File: src/rtl/wired_resolve_bank.sv
// wired_resolve_bank: resolves NCH tri-state style drivers into one value
// (wand / wor / parity / priority), with trireg retention when nobody
// drives, then width-adapts the result. Two-stage valid/ready pipeline.
// Optional feature macro: WRB_CONFLICT_CNT_EN (saturating count of
// conflicting output beats on conflict_cnt; constant 0 when undefined).
module wired_resolve_bank #(
  parameter int NCH   = 4,
  parameter int IN_W  = 8,
  parameter int OUT_W = 8
) (
  input  logic                clk,
  input  logic                rst,
  input  logic                in_valid,
  output logic                in_ready,
  input  logic [NCH*IN_W-1:0] drv,
  input  logic [NCH-1:0]      drv_en,
  input  logic [1:0]          mode,
  input  logic                ext_sign,
  output logic                out_valid,
  input  logic                out_ready,
  output logic [OUT_W-1:0]    out_data,
  output logic                out_undriven,
  output logic                out_conflict,
  output logic [15:0]         conflict_cnt
);

  typedef enum logic [1:0] {
    MODE_AND  = 2'b00,
    MODE_OR   = 2'b01,
    MODE_XOR  = 2'b10,
    MODE_PRIO = 2'b11
  } mode_e;

  logic [IN_W-1:0]  and_v, or_v, xor_v, prio_v, ch, res;
  logic             found, undriven, conflict;
  logic             s1_valid, s1_und, s1_conf, s1_load, s1_adv, s2_ready;
  logic [IN_W-1:0]  s1_val;
  logic [OUT_W-1:0] adapted;

  // Handshake: each stage takes a beat when empty or draining this cycle.
  assign s2_ready = !out_valid || out_ready;
  assign s1_adv   = s1_valid && s2_ready;
  assign in_ready = !s1_valid || s1_adv;
  assign s1_load  = in_valid && in_ready;

  // Resolve all enabled channels in every mode; AND != OR over the enabled
  // set means at least one bit differs between two drivers.
  always_comb begin
    and_v  = '1;
    or_v   = '0;
    xor_v  = '0;
    prio_v = '0;
    ch     = '0;
    found  = 1'b0;
    for (int unsigned i = 0; i < NCH; i++) begin
      if (drv_en[i]) begin
        ch    = drv[i*IN_W +: IN_W];
        and_v = and_v & ch;
        or_v  = or_v | ch;
        xor_v = xor_v ^ ch;
        if (!found) begin
          prio_v = ch;
          found  = 1'b1;
        end
      end
    end
    undriven = ~|drv_en;
    unique case (mode_e'(mode))
      MODE_AND:  res = and_v;
      MODE_OR:   res = or_v;
      MODE_XOR:  res = xor_v;
      MODE_PRIO: res = prio_v;
    endcase
    conflict = !undriven && (mode_e'(mode) != MODE_XOR) && (and_v != or_v);
  end

  // Stage 1: resolved value; an undriven beat leaves s1_val untouched, which
  // is exactly the last driven value (trireg retention).
  always_ff @(posedge clk) begin
    if (rst) begin
      s1_valid <= 1'b0;
      s1_val   <= '0;
      s1_und   <= 1'b0;
      s1_conf  <= 1'b0;
    end else begin
      s1_valid <= s1_load || (s1_valid && !s1_adv);
      if (s1_load) begin
        if (!undriven) s1_val <= res;
        s1_und  <= undriven;
        s1_conf <= conflict;
      end
    end
  end

  // Width adaptation of the stage-1 value.
  if (OUT_W > IN_W) begin : g_ext
    logic s1_ext;
    // Extension mode travels with its beat.
    always_ff @(posedge clk) begin
      if (rst)          s1_ext <= 1'b0;
      else if (s1_load) s1_ext <= ext_sign;
    end
    assign adapted = {{(OUT_W-IN_W){s1_ext & s1_val[IN_W-1]}}, s1_val};
  end else if (OUT_W == IN_W) begin : g_pass
    logic unused_ext;
    assign unused_ext = ext_sign;
    assign adapted    = s1_val;
  end else begin : g_trunc
    logic unused_bits;
    assign unused_bits = ^{ext_sign, s1_val[IN_W-1:OUT_W]};
    assign adapted     = s1_val[OUT_W-1:0];
  end

  // Stage 2: output register, held while the consumer stalls.
  always_ff @(posedge clk) begin
    if (rst) begin
      out_valid    <= 1'b0;
      out_data     <= '0;
      out_undriven <= 1'b0;
      out_conflict <= 1'b0;
    end else begin
      out_valid <= s1_adv || (out_valid && !out_ready);
      if (s1_adv) begin
        out_data     <= adapted;
        out_undriven <= s1_und;
        out_conflict <= s1_conf;
      end
    end
  end

`ifdef WRB_CONFLICT_CNT_EN
  // Saturating count of transferred beats flagged as conflicting.
  always_ff @(posedge clk) begin
    if (rst)
      conflict_cnt <= '0;
    else if (out_valid && out_ready && out_conflict && (conflict_cnt != 16'hFFFF))
      conflict_cnt <= conflict_cnt + 16'd1;
  end
`else
  assign conflict_cnt = '0;
`endif

endmodule
File: config.mk
export PLATFORM = sky130hd
export DESIGN_NAME = wired_resolve_bank
export DESIGN_NICKNAME = d
export VERILOG_FILES = /design/src/rtl/wired_resolve_bank.sv
export SDC_FILE = /design/constraint.sdc
export NUM_CORES = 1
export LEC_CHECK = 0
export CAP_MARGIN = 40
export CORE_ASPECT_RATIO = 0.75
export CORE_MARGIN = 2
export CORE_UTILIZATION = 53
export CTS_CLUSTER_SIZE = 24
export DETAILED_ROUTE_END_ITERATION = 8
export PLACE_DENSITY_LB_ADDON = 0.05
export SLEW_MARGIN = 15
export SYNTH_ARGS = -nofsm -noshare
export SYNTH_HDL_FRONTEND = slang
export SYNTH_SLANG_ARGS = --single-unit
File: constraint.sdc
create_clock -name clk -period 8.5 [get_ports clk]
set_clock_uncertainty 0.05 [all_clocks]
set_input_delay 2.55 -clock clk [delete_from_list [all_inputs] [get_ports clk]]
set_output_delay 2.55 -clock clk [all_outputs]
set_load 0.01 [all_outputs]
* Word level (Yosys, flattened, before mapping)
Index checks and enable logic that the tools add are counted.
** Word-level totals
- Memory bits (read-only) :: 0
- Flip-flop bits (word level) :: 22
- Logic and storage cells :: 61
- Output and inout bits :: 28
- Latch bits :: 0
- Memories kept :: 0
- Bits in writable memories :: 0
** Operators by class
- Reductions and logical operators :: 18
- Multipliers :: 0
- Muxes and demuxes :: 21
- Divide/modulo/power cells :: 0
- Order comparisons :: 0
- Add/subtract/negate cells :: 0
- Equality and inequality tests :: 5
- Shifts and indexed selects :: 0
- Bitwise gates (word level) :: 9
** Operators by type and width (number)
- $mux 8 :: 17
- $pmux 8 s4 :: 1
- $and 8x8->8 :: 3
- $or 8x8->8 :: 3
- $xor 8x8->8 :: 3
- $ne 8x8->1 :: 1
- $logic_and 1x1->1 :: 6
- $logic_not 1->1 :: 5
- $eq 2x2->1 const B :: 2
- $logic_or 1x1->1 :: 4
- $reduce_or 4->1 :: 1
- $mux 1 :: 3
- $eq 2x1->1 const B :: 1
- $logic_not 2->1 :: 1
- $ne 2x2->1 const B :: 1
- $reduce_and 2->1 :: 1

* Logic depth before layout (Yosys ltp)
Gate-level depths: netlist (run 1).
- Depth in word-level cells :: 9
- Depth in mapped cells :: 11
- Gate-level depth less buffers :: 8

* Worst setup path after synthesis (run 1)
OpenSTA, ideal clock, no wires.
- Kind :: input to output
- From :: input out_ready
- To :: output in_ready
- Arrival :: 2.779 ns
- Stages on the path :: 1
- Required time :: 5.900 ns
- Setup slack :: 3.121 ns
- Buffers on the path :: 0
- Cells stage by stage :: nand3b_1
** Between the ends
- Cells in the longest elaborated chain, start to end :: 3
** RTL lines
- start, declared :: line 20 : input logic out_ready,
- $logic_or 1x1->1 :: line 41 : assign s2_ready = !out_valid || out_ready;
- $logic_and 1x1->1 :: line 42 : assign s1_adv = s1_valid && s2_ready;
- $logic_or 1x1->1 :: line 43 : assign in_ready = !s1_valid || s1_adv;
- end, declared :: line 14 : output logic in_ready,
Every way passes these cells.

* Worst setup path after layout (run 1)
Ends and elaborated chain as after synthesis.

==> results of run 1 <==
==> state kept, by name, summed over array words and instances, names as in the netlist <==
register	count
adapted	8
out_data	8
out_conflict	1
out_undriven	1
out_valid	1
s1_conf	1
s1_und	1
s1_valid	1
==> path summary, 6_finish.rpt <==
kind | from | endpoint | slack (ns)
worst max-delay path | out_ready | in_ready | 2.09
worst min-delay path | adapted[0] | adapted[0] | 0.41
worst max register to register | out_valid | s1_conf | 6.58
worst min register to register | adapted[0] | adapted[0] | 0.41
==> worst max-delay path, cell delays in order <==
cell and delay (ns):
sky130_fd_sc_hd__clkdlybuf4s50_1 0.50, sky130_fd_sc_hd__nand3b_1 0.19, sky130_fd_sc_hd__clkdlybuf4s50_1 0.57
==> cells by family after synthesis <==
kind of cell,after synthesis
flip-flops,22
XOR/XNOR,15
AND/OR/NAND/NOR,121
adder cells (fa/ha/maj),8
other,1
AO/OA/AOI/OAI,114
multiplexers,11
buffers and inverters,64
==> cells in the mapped netlist (2+ instances only) <==
| library cell | instances |
|---|---|
| sky130_fd_sc_hd__a211oi_1 | 5 |
| sky130_fd_sc_hd__a21boi_0 | 2 |
| sky130_fd_sc_hd__a21oi_1 | 29 |
| sky130_fd_sc_hd__a221oi_1 | 3 |
| sky130_fd_sc_hd__a22o_1 | 7 |
| sky130_fd_sc_hd__a22oi_1 | 14 |
| sky130_fd_sc_hd__a2bb2oi_1 | 5 |
| sky130_fd_sc_hd__a32oi_1 | 3 |
| sky130_fd_sc_hd__and3_1 | 2 |
| sky130_fd_sc_hd__buf_1 | 2 |
| sky130_fd_sc_hd__buf_2 | 10 |
| sky130_fd_sc_hd__buf_4 | 18 |
| sky130_fd_sc_hd__buf_6 | 3 |
| sky130_fd_sc_hd__clkbuf_1 | 8 |
| sky130_fd_sc_hd__dfxtp_1 | 22 |
| sky130_fd_sc_hd__ha_1 | 8 |
| sky130_fd_sc_hd__inv_1 | 21 |
| sky130_fd_sc_hd__inv_2 | 2 |
| sky130_fd_sc_hd__mux2i_1 | 10 |
| sky130_fd_sc_hd__nand2_1 | 45 |
| sky130_fd_sc_hd__nand2b_1 | 15 |
| sky130_fd_sc_hd__nand3_1 | 8 |
| sky130_fd_sc_hd__nand3b_1 | 4 |
| sky130_fd_sc_hd__nand4_1 | 2 |
| sky130_fd_sc_hd__nor2_1 | 20 |
| sky130_fd_sc_hd__nor2b_1 | 10 |
| sky130_fd_sc_hd__nor3_1 | 6 |
| sky130_fd_sc_hd__nor4_1 | 3 |
| sky130_fd_sc_hd__o211ai_1 | 4 |
| sky130_fd_sc_hd__o21a_1 | 2 |
| sky130_fd_sc_hd__o21ai_0 | 11 |
| sky130_fd_sc_hd__o21ai_1 | 9 |
| sky130_fd_sc_hd__o221ai_1 | 4 |
| sky130_fd_sc_hd__xnor2_1 | 9 |
| sky130_fd_sc_hd__xor2_1 | 6 |
==> layer usage <==
layer	routed length [µm]	track usage
met1	3190	0.359
met2	2830	0.383
met5	0	0
met3	745	0.0607
met4	93	0.0524
==> where the power goes <==
part / internal (W) / switching, W
Sequential: 0.000109 / 0.00000319
Clock: 0.0000412 / 0.0000314
Combinational: 0.0000639 / 0.0000746
Total: 0.000214 / 0.000109
==> final cells by class <==
| class | instances | area (µm²) |
|---|---|---|
| multi-input combinational | 285 | 1800 |
| fill | 434 | 1470 |
| timing repair buffer | 60 | 594 |
| sequential | 22 | 440 |
| inverter | 23 | 86.3 |
| tap | 57 | 71.3 |
| clock buffer | 4 | 55.1 |
==> metrics by stage <==
step,hold WS [ns],std cells,worst slack (ns),instance area (µm²),power (W)
2_1_floorplan,0.377,371,3.12,2580,0.000210
3_3_place_gp,0.390,443,2.12,2950,0.000247
3_5_place_dp,0.394,447,2.11,2990,0.000250
4_1_cts,0.405,451,2.09,3050,0.000323
5_1_grt,0.440,451,2.04,3050,0.000345
6_report,0.410,451,2.09,3050,0.000323
==> impl_metrics.prom, run 1 <==
# TYPE chip_impl_metric gauge
chip_impl_info{name="type_of_destination_of_the_critical_path",value="output port"} 1
chip_impl_metric{name="synthAdderAreaFrac",unit=""} 0.0396
chip_impl_metric{name="hpwlAfterDp",unit="µm"} 5060
chip_impl_metric{name="num_vias",unit=""} 2740
chip_impl_metric{name="core-area",unit="µm²"} 4520
chip_impl_metric{name="route.detailed.wl_per_inst",unit="µm"} 15.2
chip_impl_metric{name="final_util",unit=""} 0.674
chip_impl_metric{name="final_nets",unit=""} 446
chip_impl_metric{name="initial_utilization",unit=""} 0.559
chip_impl_metric{name="cp_data_required_time",unit="ns"} 5.90
chip_impl_metric{name="portBuffers",unit=""} 53
chip_impl_metric{name="timing.final.setup_violations",unit=""} 0
chip_impl_metric{name="diodes",unit=""} 0
chip_impl_metric{name="numClockSinks",unit=""} 22
chip_impl_metric{name="dr.first_iter.drc_count",unit=""} 348
chip_impl_info{name="synth.top_cells.by_area",value="sky130_fd_sc_hd__dfxtp_1, sky130_fd_sc_hd__nand2_1, sky130_fd_sc_hd__a21oi_1"} 1
chip_impl_metric{name="maxCapViolCount",unit=""} 0
chip_impl_metric{name="reg2reg_depth",unit=""} 6
chip_impl_metric{name="place.gp.congestion",unit=""} 0.812
chip_impl_info{name="synth_top_family_by_area",value="compound AO/OA/AOI/OAI gates"} 1
chip_impl_metric{name="syn-mean-instance-area",unit="µm²"} 7.09
chip_impl_info{name="synth_top_flop_cell",value="sky130_fd_sc_hd__dfxtp_1"} 1
chip_impl_metric{name="final_cycle_utilization_of_the_critical_path",unit=""} 0.754
chip_impl_metric{name="holdBufCountCts",unit=""} 0
chip_impl_metric{name="wire_length_of_the_first_global_routing_pass",unit="µm"} 11100
chip_impl_metric{name="synth_enable_flop_cells",unit=""} 0
chip_impl_metric{name="proportion_of_synthesized_chip_area_in_sequential_cells",unit=""} 0.174
chip_impl_metric{name="clk_pin_slew_worst_paths",unit="ns"} 0.07
chip_impl_metric{name="postCtsSetupRepairBufs",unit=""} 0
chip_impl_info{name="worst_setup_path_start_kind",value="primary input"} 1
chip_impl_metric{name="synth-compound-area-share",unit=""} 0.312
chip_impl_metric{name="synth_top_cell_area_share",unit=""} 0.174
chip_impl_metric{name="synth.lib_cells_used.distinct",unit=""} 59
chip_impl_metric{name="setup_total_negative_slack",unit="ns"} 0
chip_impl_metric{name="post_synth_xor_xnor_area",unit=""} 0.0520
chip_impl_metric{name="grt_antenna_before_repair",unit=""} 0
chip_impl_metric{name="overflow",unit=""} 0
chip_impl_metric{name="timing.slew.headroom",unit=""} 0.532
chip_impl_metric{name="post_synth_inst_count",unit=""} 356
chip_impl_metric{name="maxSlewViolCount",unit=""} 0
chip_impl_metric{name="fin_hold_viols",unit=""} 0
chip_impl_metric{name="height_of_the_chip",unit="µm"} 63.8
chip_impl_info{name="grt_setup_unrepaired",value="no"} 1
chip_impl_metric{name="io-pin-count",unit=""} 71
chip_impl_info{name="yosys.area.top_type",value="sky130_fd_sc_hd__dfxtp_1"} 1
chip_impl_metric{name="synth_simple_gate_area_share",unit=""} 0.241
chip_impl_info{name="worstSetupPathType",value="in2out"} 1
chip_impl_metric{name="cellPowerDensity",unit="nW/µm²"} 106
chip_impl_metric{name="drive_above_1_share",unit=""} 0.0406
chip_impl_metric{name="cp_max_fo",unit=""} 4
chip_impl_info{name="hold_path.class",value="reg2reg"} 1
chip_impl_metric{name="cts.repair.resized",unit=""} 0
chip_impl_info{name="run_status",value="complete, no violations"} 1
chip_impl_metric{name="syn_area",unit="µm²"} 2520
chip_impl_metric{name="detail_route.drc_violations",unit=""} 0
chip_impl_metric{name="clockBufferDepth",unit=""} 2
chip_impl_metric{name="vias_per_cell",unit=""} 6.08
chip_impl_metric{name="synthMuxAreaShare",unit=""} 0.0441
chip_impl_metric{name="cts_htree_levels",unit=""} 1
chip_impl_metric{name="grtUsageTotal",unit=""} 0.250
chip_impl_metric{name="postSynthRegisterBits",unit=""} 22
chip_impl_metric{name="async_reset_ff_frac",unit=""} 0
chip_impl_metric{name="area_growth",unit="%"} 20.6
chip_impl_metric{name="design.die.area",unit="µm²"} 5340
chip_impl_metric{name="cellLeakagePower",unit="nW"} 1.28
chip_impl_info{name="tritoncts",value="yes"} 1
chip_impl_metric{name="dieWidth",unit="µm"} 83.7
chip_impl_metric{name="critPathArrivalTime",unit="ns"} 3.81
chip_impl_metric{name="first_global_vias",unit=""} 2401
chip_impl_metric{name="row_count",unit=""} 21
chip_impl_metric{name="synthesis.yosys.warnings",unit=""} 0
chip_impl_metric{name="clock_latency_reported_for_the_late_side_of_the_worst_skew_pair",unit="ns"} 0.25
chip_impl_metric{name="routed_wirelength",unit="µm"} 6860
chip_impl_metric{name="worstMarginPinSlew",unit="ns"} 0.699
chip_impl_info{name="most_frequent_standard_cell_in_the_layout_excluding_fill_and_tap_cells",value="sky130_fd_sc_hd__clkdlybuf4s50_1"} 1
chip_impl_metric{name="min_path_cells",unit=""} 2
chip_impl_metric{name="cts_made_buffers",unit=""} 3
chip_impl_info{name="top_library_cells_by_usage_in_the_layout_fill_and_taps_aside",value="sky130_fd_sc_hd__clkdlybuf4s50_1, sky130_fd_sc_hd__nand2_1, sky130_fd_sc_hd__a21oi_1, sky130_fd_sc_hd__dfxtp_1, sky130_fd_sc_hd__inv_1"} 1
chip_impl_metric{name="clock.fmax",unit="MHz"} 156
chip_impl_metric{name="largest_net_degree_at_the_start_of_global_routing",unit=""} 43
chip_impl_metric{name="firstDrtPassIters",unit=""} 5
chip_impl_info{name="cts_root_buf",value="sky130_fd_sc_hd__clkbuf_8"} 1
chip_impl_metric{name="ant_nets",unit=""} 0
chip_impl_metric{name="layout_min_cycle_time",unit="ns"} 6.41
chip_impl_metric{name="worst_case_vdd_ir_drop",unit="µV"} 67.4
(Power assumes the default switching activity.)
==> run 2: changes to the inputs <==
--- a/config.mk
+++ b/config.mk
@@ -8,7 +8,7 @@
 export CAP_MARGIN = 40
 export CORE_ASPECT_RATIO = 0.75
 export CORE_MARGIN = 2
-export CORE_UTILIZATION = 53
+export CORE_UTILIZATION = 44
 export CTS_CLUSTER_SIZE = 24
 export DETAILED_ROUTE_END_ITERATION = 8
 export PLACE_DENSITY_LB_ADDON = 0.05
==> constraint.sdc (replaced) <==
create_clock -name clk -period 5.7 [get_ports clk]
set_clock_uncertainty 0.05 [all_clocks]
set_input_delay 1.71 -clock clk [delete_from_list [all_inputs] [get_ports clk]]
set_output_delay 1.71 -clock clk [all_outputs]
set_load 0.01 [all_outputs]
==> run 2 against run 1 <==
  * Hold slack lost 0.0025 ns
  * Register-to-register slack got worse by 2.7 ns
  * Design area rose by 0.90%
  * Wire length up 1.8%
  * Sequential share of layout area shrank 0.13 points
  * Cell count increased by 4.0%
  * Power increased by 60%
  * Via count decreased by 3.7%
==> impl_metrics.prom, run 2 (synthesis results as in run 1) <==
# TYPE chip_impl_metric gauge
chip_impl_metric{name="cp_data_required_time",unit="ns"} 3.94
chip_impl_metric{name="cts_made_buffers",unit=""} 3
chip_impl_metric{name="ant_nets",unit=""} 0
chip_impl_metric{name="first_global_vias",unit=""} 2287
chip_impl_metric{name="cellPowerDensity",unit="nW/µm²"} 168
chip_impl_info{name="slowest_stage",value="sky130_fd_sc_hd__clkdlybuf4s50_1"} 1
chip_impl_metric{name="vias_per_cell",unit=""} 5.63
chip_impl_metric{name="cts.repair.resized",unit=""} 0
chip_impl_metric{name="overflow",unit=""} 0
chip_impl_metric{name="height_of_the_chip",unit="µm"} 69.6
chip_impl_metric{name="clock.fmax",unit="MHz"} 213
chip_impl_metric{name="wire_length_of_the_first_global_routing_pass",unit="µm"} 11500
chip_impl_info{name="type_of_destination_of_the_critical_path",value="output port"} 1
chip_impl_metric{name="route.detailed.wl_per_inst",unit="µm"} 14.9
chip_impl_metric{name="detail_route.drc_violations",unit=""} 0
chip_impl_metric{name="initial_utilization",unit=""} 0.464
chip_impl_info{name="cts_root_buf",value="sky130_fd_sc_hd__clkbuf_8"} 1
chip_impl_metric{name="place.gp.congestion",unit=""} 0.875
chip_impl_metric{name="worstMarginPinSlew",unit="ns"} 0.678
chip_impl_metric{name="timing.final.setup_violations",unit=""} 0
chip_impl_metric{name="grt_antenna_before_repair",unit=""} 0
chip_impl_metric{name="fin_hold_viols",unit=""} 0
chip_impl_info{name="grt_setup_unrepaired",value="no"} 1
chip_impl_metric{name="clock_latency_reported_for_the_late_side_of_the_worst_skew_pair",unit="ns"} 0.27
chip_impl_metric{name="cp_max_fo",unit=""} 4
chip_impl_metric{name="worst_case_vdd_ir_drop",unit="µV"} 112
chip_impl_metric{name="io-pin-count",unit=""} 71
chip_impl_info{name="worstSetupPathType",value="in2out"} 1
chip_impl_metric{name="timing.slew.headroom",unit=""} 0.547
chip_impl_info{name="grt_most_used_layer",value="met2"} 1
chip_impl_metric{name="largest_net_degree_at_the_start_of_global_routing",unit=""} 42
chip_impl_metric{name="grt.met1_usage",unit=""} 0.327
chip_impl_metric{name="final_nets",unit=""} 446
chip_impl_info{name="most_frequent_standard_cell_in_the_layout_excluding_fill_and_tap_cells",value="sky130_fd_sc_hd__clkdlybuf4s50_1"} 1
chip_impl_metric{name="routed_wirelength",unit="µm"} 6990
chip_impl_metric{name="setup_total_negative_slack",unit="ns"} 0
chip_impl_metric{name="worst_path_largest_cell_delay",unit="ns"} 0.56
chip_impl_metric{name="dieWidth",unit="µm"} 91.5
chip_impl_metric{name="cts_htree_levels",unit=""} 1
chip_impl_metric{name="met3_usage",unit=""} 0.0272
chip_impl_metric{name="cellLeakagePower",unit="nW"} 1.28
chip_impl_metric{name="row_count",unit=""} 23
chip_impl_metric{name="hpwlAfterDp",unit="µm"} 5240
chip_impl_metric{name="drive_above_1_share",unit=""} 0.0406
chip_impl_metric{name="diodes",unit=""} 0
chip_impl_metric{name="area_growth",unit="%"} 21.7
chip_impl_metric{name="final_util",unit=""} 0.565
chip_impl_metric{name="grtUsageTotal",unit=""} 0.217
chip_impl_metric{name="final_cycle_utilization_of_the_critical_path",unit=""} 0.826
chip_impl_metric{name="numClockSinks",unit=""} 22
chip_impl_metric{name="design.die.area",unit="µm²"} 6370
chip_impl_metric{name="dr.first_iter.drc_count",unit=""} 164
chip_impl_metric{name="postCtsSetupRepairBufs",unit=""} 0
chip_impl_info{name="crit_chain",value="clkdlybuf4s50_1 -> nand3b_1 -> clkdlybuf4s50_1"} 1
chip_impl_metric{name="maxSlewViolCount",unit=""} 0
chip_impl_metric{name="core-area",unit="µm²"} 5440
chip_impl_metric{name="num_vias",unit=""} 2639
chip_impl_metric{name="firstDrtPassIters",unit=""} 5
chip_impl_metric{name="num-fill-cells",unit=""} 532
chip_impl_info{name="top_library_cells_by_usage_in_the_layout_fill_and_taps_aside",value="sky130_fd_sc_hd__clkdlybuf4s50_1, sky130_fd_sc_hd__nand2_1, sky130_fd_sc_hd__a21oi_1, sky130_fd_sc_hd__dfxtp_1, sky130_fd_sc_hd__inv_1"} 1
chip_impl_info{name="run_status",value="complete, no violations"} 1
chip_impl_info{name="cp_common_cell",value="sky130_fd_sc_hd__clkdlybuf4s50_1"} 1
chip_impl_metric{name="layout_min_cycle_time",unit="ns"} 4.71
chip_impl_info{name="hold_path.class",value="reg2reg"} 1
chip_impl_metric{name="critPathArrivalTime",unit="ns"} 2.95
chip_impl_metric{name="groute.layer.met2.usage",unit=""} 0.332
chip_impl_info{name="worst_setup_path_start_kind",value="primary input"} 1
chip_impl_metric{name="clk_pin_slew_worst_paths",unit="ns"} 0.09
chip_impl_metric{name="portBuffers",unit=""} 53
chip_impl_metric{name="maxCapViolCount",unit=""} 0
chip_impl_metric{name="holdBufCountCts",unit=""} 0
chip_impl_info{name="tritoncts",value="yes"} 1
chip_impl_metric{name="clockBufferDepth",unit=""} 2
==> run 2: cell types whose count changed in the layout (fill, tap and decap cells not counted) <==
cell | before | now
sky130_fd_sc_hd__buf_8 | 1 | 0
sky130_fd_sc_hd__buf_4 | 5 | 7
sky130_fd_sc_hd__clkbuf_8 | 4 | 3
sky130_fd_sc_hd__buf_6 | 1 | 0
sky130_fd_sc_hd__bufinv_16 | 0 | 1
==> run 2: per-stage QoR <==
step | hold slack (ns) | total power, W | instance area [µm²] | setup slack (ns) | instances
2_1_floorplan | 0.377 | 0.000314 | 2580 | 2.00 | 371
3_3_place_gp | 0.391 | 0.000371 | 2990 | 0.999 | 464
3_5_place_dp | 0.394 | 0.000373 | 3000 | 0.996 | 465
4_1_cts | 0.408 | 0.000516 | 3070 | 0.986 | 469
5_1_grt | 0.425 | 0.000549 | 3070 | 0.942 | 469
6_report | 0.407 | 0.000516 | 3070 | 0.994 | 469
==> run 2: worst paths after layout <==
kind,start,endpoint,slack [ns],cells after the start
setup / recovery,out_ready,in_ready,0.99,3
hold / removal,adapted[0],adapted[0],0.41,2
setup reg to reg,out_valid,s1_conf,3.84,6
hold reg to reg,adapted[0],adapted[0],0.41,2
==> run 2: final cells by class <==
class / instances / area (µm²) / area share
clock buffer: 3 / 41.3 / 0.0134
clock inverter: 1 / 30.0 / 0.00977
inverter: 23 / 86.3 / 0.0281
multi-input combinational: 285 / 1800 / 0.585
sequential: 22 / 440 / 0.143
tap: 75 / 93.8 / 0.0305
timing repair buffer: 60 / 583 / 0.190
==> run 2: power breakdown <==
part	switching [W]	internal [W]	total, W
Combinational	0.000110	0.0000946	0.000205
Clock	0.0000503	0.0000939	0.000144
Sequential	0.00000464	0.000163	0.000167
Total	0.000165	0.000351	0.000516
==> run 2: metal layers <==
layer,wire (µm),up-vias
met4,65,0
met2,3050,102
li1,-,1326
met5,0,-
met3,491,6
met1,3380,1205
==> run 2: critical path: cells and delay by family <==
kind                   cells  cell delay, ns
buffers and inverters      2            1.06
and+or+nand+nor            1            0.18
==> run 3: changes to the inputs <==
--- a/config.mk
+++ b/config.mk
@@ -8,7 +8,7 @@
 export CAP_MARGIN = 40
 export CORE_ASPECT_RATIO = 0.75
 export CORE_MARGIN = 2
-export CORE_UTILIZATION = 44
+export CORE_UTILIZATION = 49
 export CTS_CLUSTER_SIZE = 24
 export DETAILED_ROUTE_END_ITERATION = 8
 export PLACE_DENSITY_LB_ADDON = 0.05
==> constraint.sdc (replaced) <==
create_clock -name clk -period 4.6 [get_ports clk]
set_clock_uncertainty 0.05 [all_clocks]
set_input_delay 1.38 -clock clk [delete_from_list [all_inputs] [get_ports clk]]
set_output_delay 1.38 -clock clk [all_outputs]
set_load 0.01 [all_outputs]
==> run 3 against run 2 <==
  * Non-clock buffer count up 6
  * Global-route usage up 2.9 points
  * Die area down 9.7%
  * Core utilization up 6.0 points
  * Sequential share of layout area about the same
  * Register-to-register slack worse by 0.86 ns
  * Design area up 0.29%
  * Via count up 3.9%
  * Critical path depth unchanged
==> impl_metrics.prom, run 3 (synthesis results as in run 1) <==
# TYPE chip_impl_metric gauge
chip_impl_metric{name="cell_internal_pwr",unit="W"} 0.000381
chip_impl_metric{name="timing.slew.headroom",unit=""} 0.470
chip_impl_metric{name="height_of_the_chip",unit="µm"} 66.2
chip_impl_metric{name="io-pin-count",unit=""} 71
chip_impl_metric{name="critPathArrivalTime",unit="ns"} 2.62
chip_impl_info{name="grt_setup_unrepaired",value="no"} 1
chip_impl_metric{name="numClockSinks",unit=""} 22
chip_impl_metric{name="ant_nets",unit=""} 0
chip_impl_metric{name="place.gp.congestion",unit=""} 0.914
chip_impl_info{name="slowest_stage",value="sky130_fd_sc_hd__clkdlybuf4s50_1"} 1
chip_impl_metric{name="cp_max_fo",unit=""} 4
chip_impl_metric{name="maxSlewViolCount",unit=""} 0
chip_impl_info{name="cp_top_family",value="buffers and inverters"} 1
chip_impl_metric{name="diodes",unit=""} 0
chip_impl_metric{name="vias_per_cell",unit=""} 5.98
chip_impl_info{name="cp_common_cell",value="sky130_fd_sc_hd__clkdlybuf4s50_1"} 1
chip_impl_metric{name="drive_above_1_share",unit=""} 0.0526
chip_impl_metric{name="pre_cts_ws",unit="ns"} 0.556
chip_impl_metric{name="cp_data_required_time",unit="ns"} 3.17
chip_impl_metric{name="timing.final.setup_violations",unit=""} 0
chip_impl_metric{name="grtUsageTotal",unit=""} 0.246
chip_impl_metric{name="cts_made_buffers",unit=""} 3
chip_impl_metric{name="cellPowerDensity",unit="nW/µm²"} 188
chip_impl_metric{name="core-area",unit="µm²"} 4930
chip_impl_info{name="type_of_destination_of_the_critical_path",value="output port"} 1
chip_impl_info{name="worstSetupPathType",value="in2out"} 1
chip_impl_metric{name="detail_route.drc_violations",unit=""} 0
chip_impl_info{name="tritoncts",value="yes"} 1
chip_impl_metric{name="power_switching_share",unit=""} 0.343
chip_impl_metric{name="layout.cells.non_filler",unit=""} 459
chip_impl_metric{name="numPlacedInstances",unit=""} 456
chip_impl_metric{name="row_count",unit=""} 22
chip_impl_metric{name="clockPowerShare",unit=""} 0.193
chip_impl_metric{name="wire_length_of_the_first_global_routing_pass",unit="µm"} 11400
chip_impl_metric{name="clock.fmax",unit="MHz"} 247
chip_impl_metric{name="num_vias",unit=""} 2743
chip_impl_metric{name="holdBufCountCts",unit=""} 0
chip_impl_metric{name="clk_pin_slew_worst_paths",unit="ns"} 0.07
chip_impl_metric{name="clockBufferDepth",unit=""} 2
chip_impl_metric{name="largest_net_degree_at_the_start_of_global_routing",unit=""} 28
chip_impl_metric{name="initial_utilization",unit=""} 0.512
chip_impl_metric{name="overflow",unit=""} 0
chip_impl_info{name="cts_root_buf",value="sky130_fd_sc_hd__clkbuf_8"} 1
chip_impl_metric{name="portBuffers",unit=""} 53
chip_impl_metric{name="cts_htree_levels",unit=""} 1
chip_impl_metric{name="first_global_vias",unit=""} 2400
chip_impl_metric{name="dieWidth",unit="µm"} 86.9
chip_impl_metric{name="p_comb_frac",unit=""} 0.449
chip_impl_metric{name="fin_hold_viols",unit=""} 0
chip_impl_metric{name="layout_min_cycle_time",unit="ns"} 4.05
chip_impl_info{name="run_status",value="complete, no violations"} 1
chip_impl_metric{name="firstDrtPassIters",unit=""} 6
chip_impl_info{name="top_library_cells_by_usage_in_the_layout_fill_and_taps_aside",value="sky130_fd_sc_hd__clkdlybuf4s50_1, sky130_fd_sc_hd__nand2_1, sky130_fd_sc_hd__a21oi_1, sky130_fd_sc_hd__dfxtp_1, sky130_fd_sc_hd__inv_1"} 1
chip_impl_metric{name="seq_power_share",unit=""} 0.358
chip_impl_metric{name="setup_total_negative_slack",unit="ns"} 0
chip_impl_info{name="crit_chain",value="clkdlybuf4s50_1 -> nand3b_1 -> clkdlybuf4s50_1"} 1
chip_impl_info{name="worst_setup_path_start_kind",value="primary input"} 1
chip_impl_info{name="grt_most_used_layer",value="met1"} 1
chip_impl_metric{name="cellLeakagePower",unit="nW"} 1.30
chip_impl_metric{name="postCtsSetupRepairBufs",unit=""} 0
chip_impl_metric{name="worstMarginPinSlew",unit="ns"} 0.793
chip_impl_metric{name="final_util",unit=""} 0.625
chip_impl_metric{name="grt_antenna_before_repair",unit=""} 0
chip_impl_metric{name="switch_pwr",unit="W"} 0.000199
chip_impl_metric{name="routed_wirelength",unit="µm"} 6960
chip_impl_metric{name="holdWs",unit="ns"} 0.403
chip_impl_metric{name="area_growth",unit="%"} 22.1
chip_impl_metric{name="grt.met1_usage",unit=""} 0.372
chip_impl_metric{name="final_nets",unit=""} 452
chip_impl_metric{name="cts.repair.resized",unit=""} 0
chip_impl_metric{name="worst_path_largest_cell_delay",unit="ns"} 0.56
chip_impl_metric{name="route.detailed.wl_per_inst",unit="µm"} 15.2
chip_impl_metric{name="hpwlAfterDp",unit="µm"} 5290
chip_impl_metric{name="worstPathBufferInverterCount",unit=""} 2
chip_impl_metric{name="num-fill-cells",unit=""} 477
chip_impl_metric{name="clock_latency_reported_for_the_late_side_of_the_worst_skew_pair",unit="ns"} 0.25
chip_impl_info{name="hold_path.class",value="reg2reg"} 1
chip_impl_metric{name="final_cycle_utilization_of_the_critical_path",unit=""} 0.880
chip_impl_metric{name="maxCapViolCount",unit=""} 0
chip_impl_metric{name="worst_case_vdd_ir_drop",unit="µV"} 155
chip_impl_metric{name="met3_usage",unit=""} 0.0337
chip_impl_info{name="most_frequent_standard_cell_in_the_layout_excluding_fill_and_tap_cells",value="sky130_fd_sc_hd__clkdlybuf4s50_1"} 1
chip_impl_metric{name="groute.layer.met2.usage",unit=""} 0.366
chip_impl_metric{name="post-route-worst-setup-slack",unit="ns"} 0.551
chip_impl_metric{name="timing.reg2reg.setup_slack",unit="ns"} 2.98
chip_impl_metric{name="dr.first_iter.drc_count",unit=""} 253
chip_impl_metric{name="design.die.area",unit="µm²"} 5750
==> run 3: changes by cell type in the layout (fill, tap and decap cells not counted), sizes merged <==
cell,before,now
buf,7,13
bufinv,1,0
==> run 3: layout make-up <==
| class | count | area [µm²] | area share |
|---|---|---|---|
| Sequential cell | 22 | 440 | 0.143 |
| Timing Repair Buffer | 66 | 641 | 0.208 |
| Multi-Input combinational cell | 285 | 1800 | 0.583 |
| Clock buffer | 3 | 41.3 | 0.0134 |
| Tap cell | 60 | 75.1 | 0.0244 |
| Inverter | 23 | 86.3 | 0.0280 |
==> run 3: final timing paths <==
kind / cells past startpoint / end / start
worst max-delay path: 3 / in_ready / out_ready
worst min-delay path: 2 / adapted[3] / adapted[3]
worst max register to register: 7 / s1_conf / out_valid
worst min register to register: 2 / adapted[3] / adapted[3]
==> run 3: metal layers <==
layer / up-vias / wire, µm
met5: - / 0
met2: 140 / 2860
li1: 1336 / -
met3: 10 / 620
met1: 1257 / 3390
met4: 0 / 88
==> run 3: tightest hold or removal path, delay by kind of cell (launching register included) <==
| family | cells | cell delay, ns |
|---|---|---|
| flip-flops | 1 | 0.31 |
| AND/OR/NAND/NOR | 1 | 0.05 |
| AO/OA/AOI/OAI | 1 | 0.05 |
==> run 3: metrics by stage <==
step,total power (W),instance area (µm²)
floorplan,0.000389,2580
global placement,0.000465,3040
detailed placement,0.000467,3040
CTS,0.000578,3080
global route,0.000618,3080
finish,0.000580,3080
==> run 3: power by group through the flow <==
stage / sequential [W] / combinational, W / clock (W)
after floorplan: 0.000212 / 0.000177 / 0
after global placement: 0.000211 / 0.000254 / 0
final: 0.000208 / 0.000260 / 0.000112
after CTS: 0.000208 / 0.000257 / 0.000114
after global routing: 0.000209 / 0.000287 / 0.000122
after detailed placement: 0.000212 / 0.000255 / 0
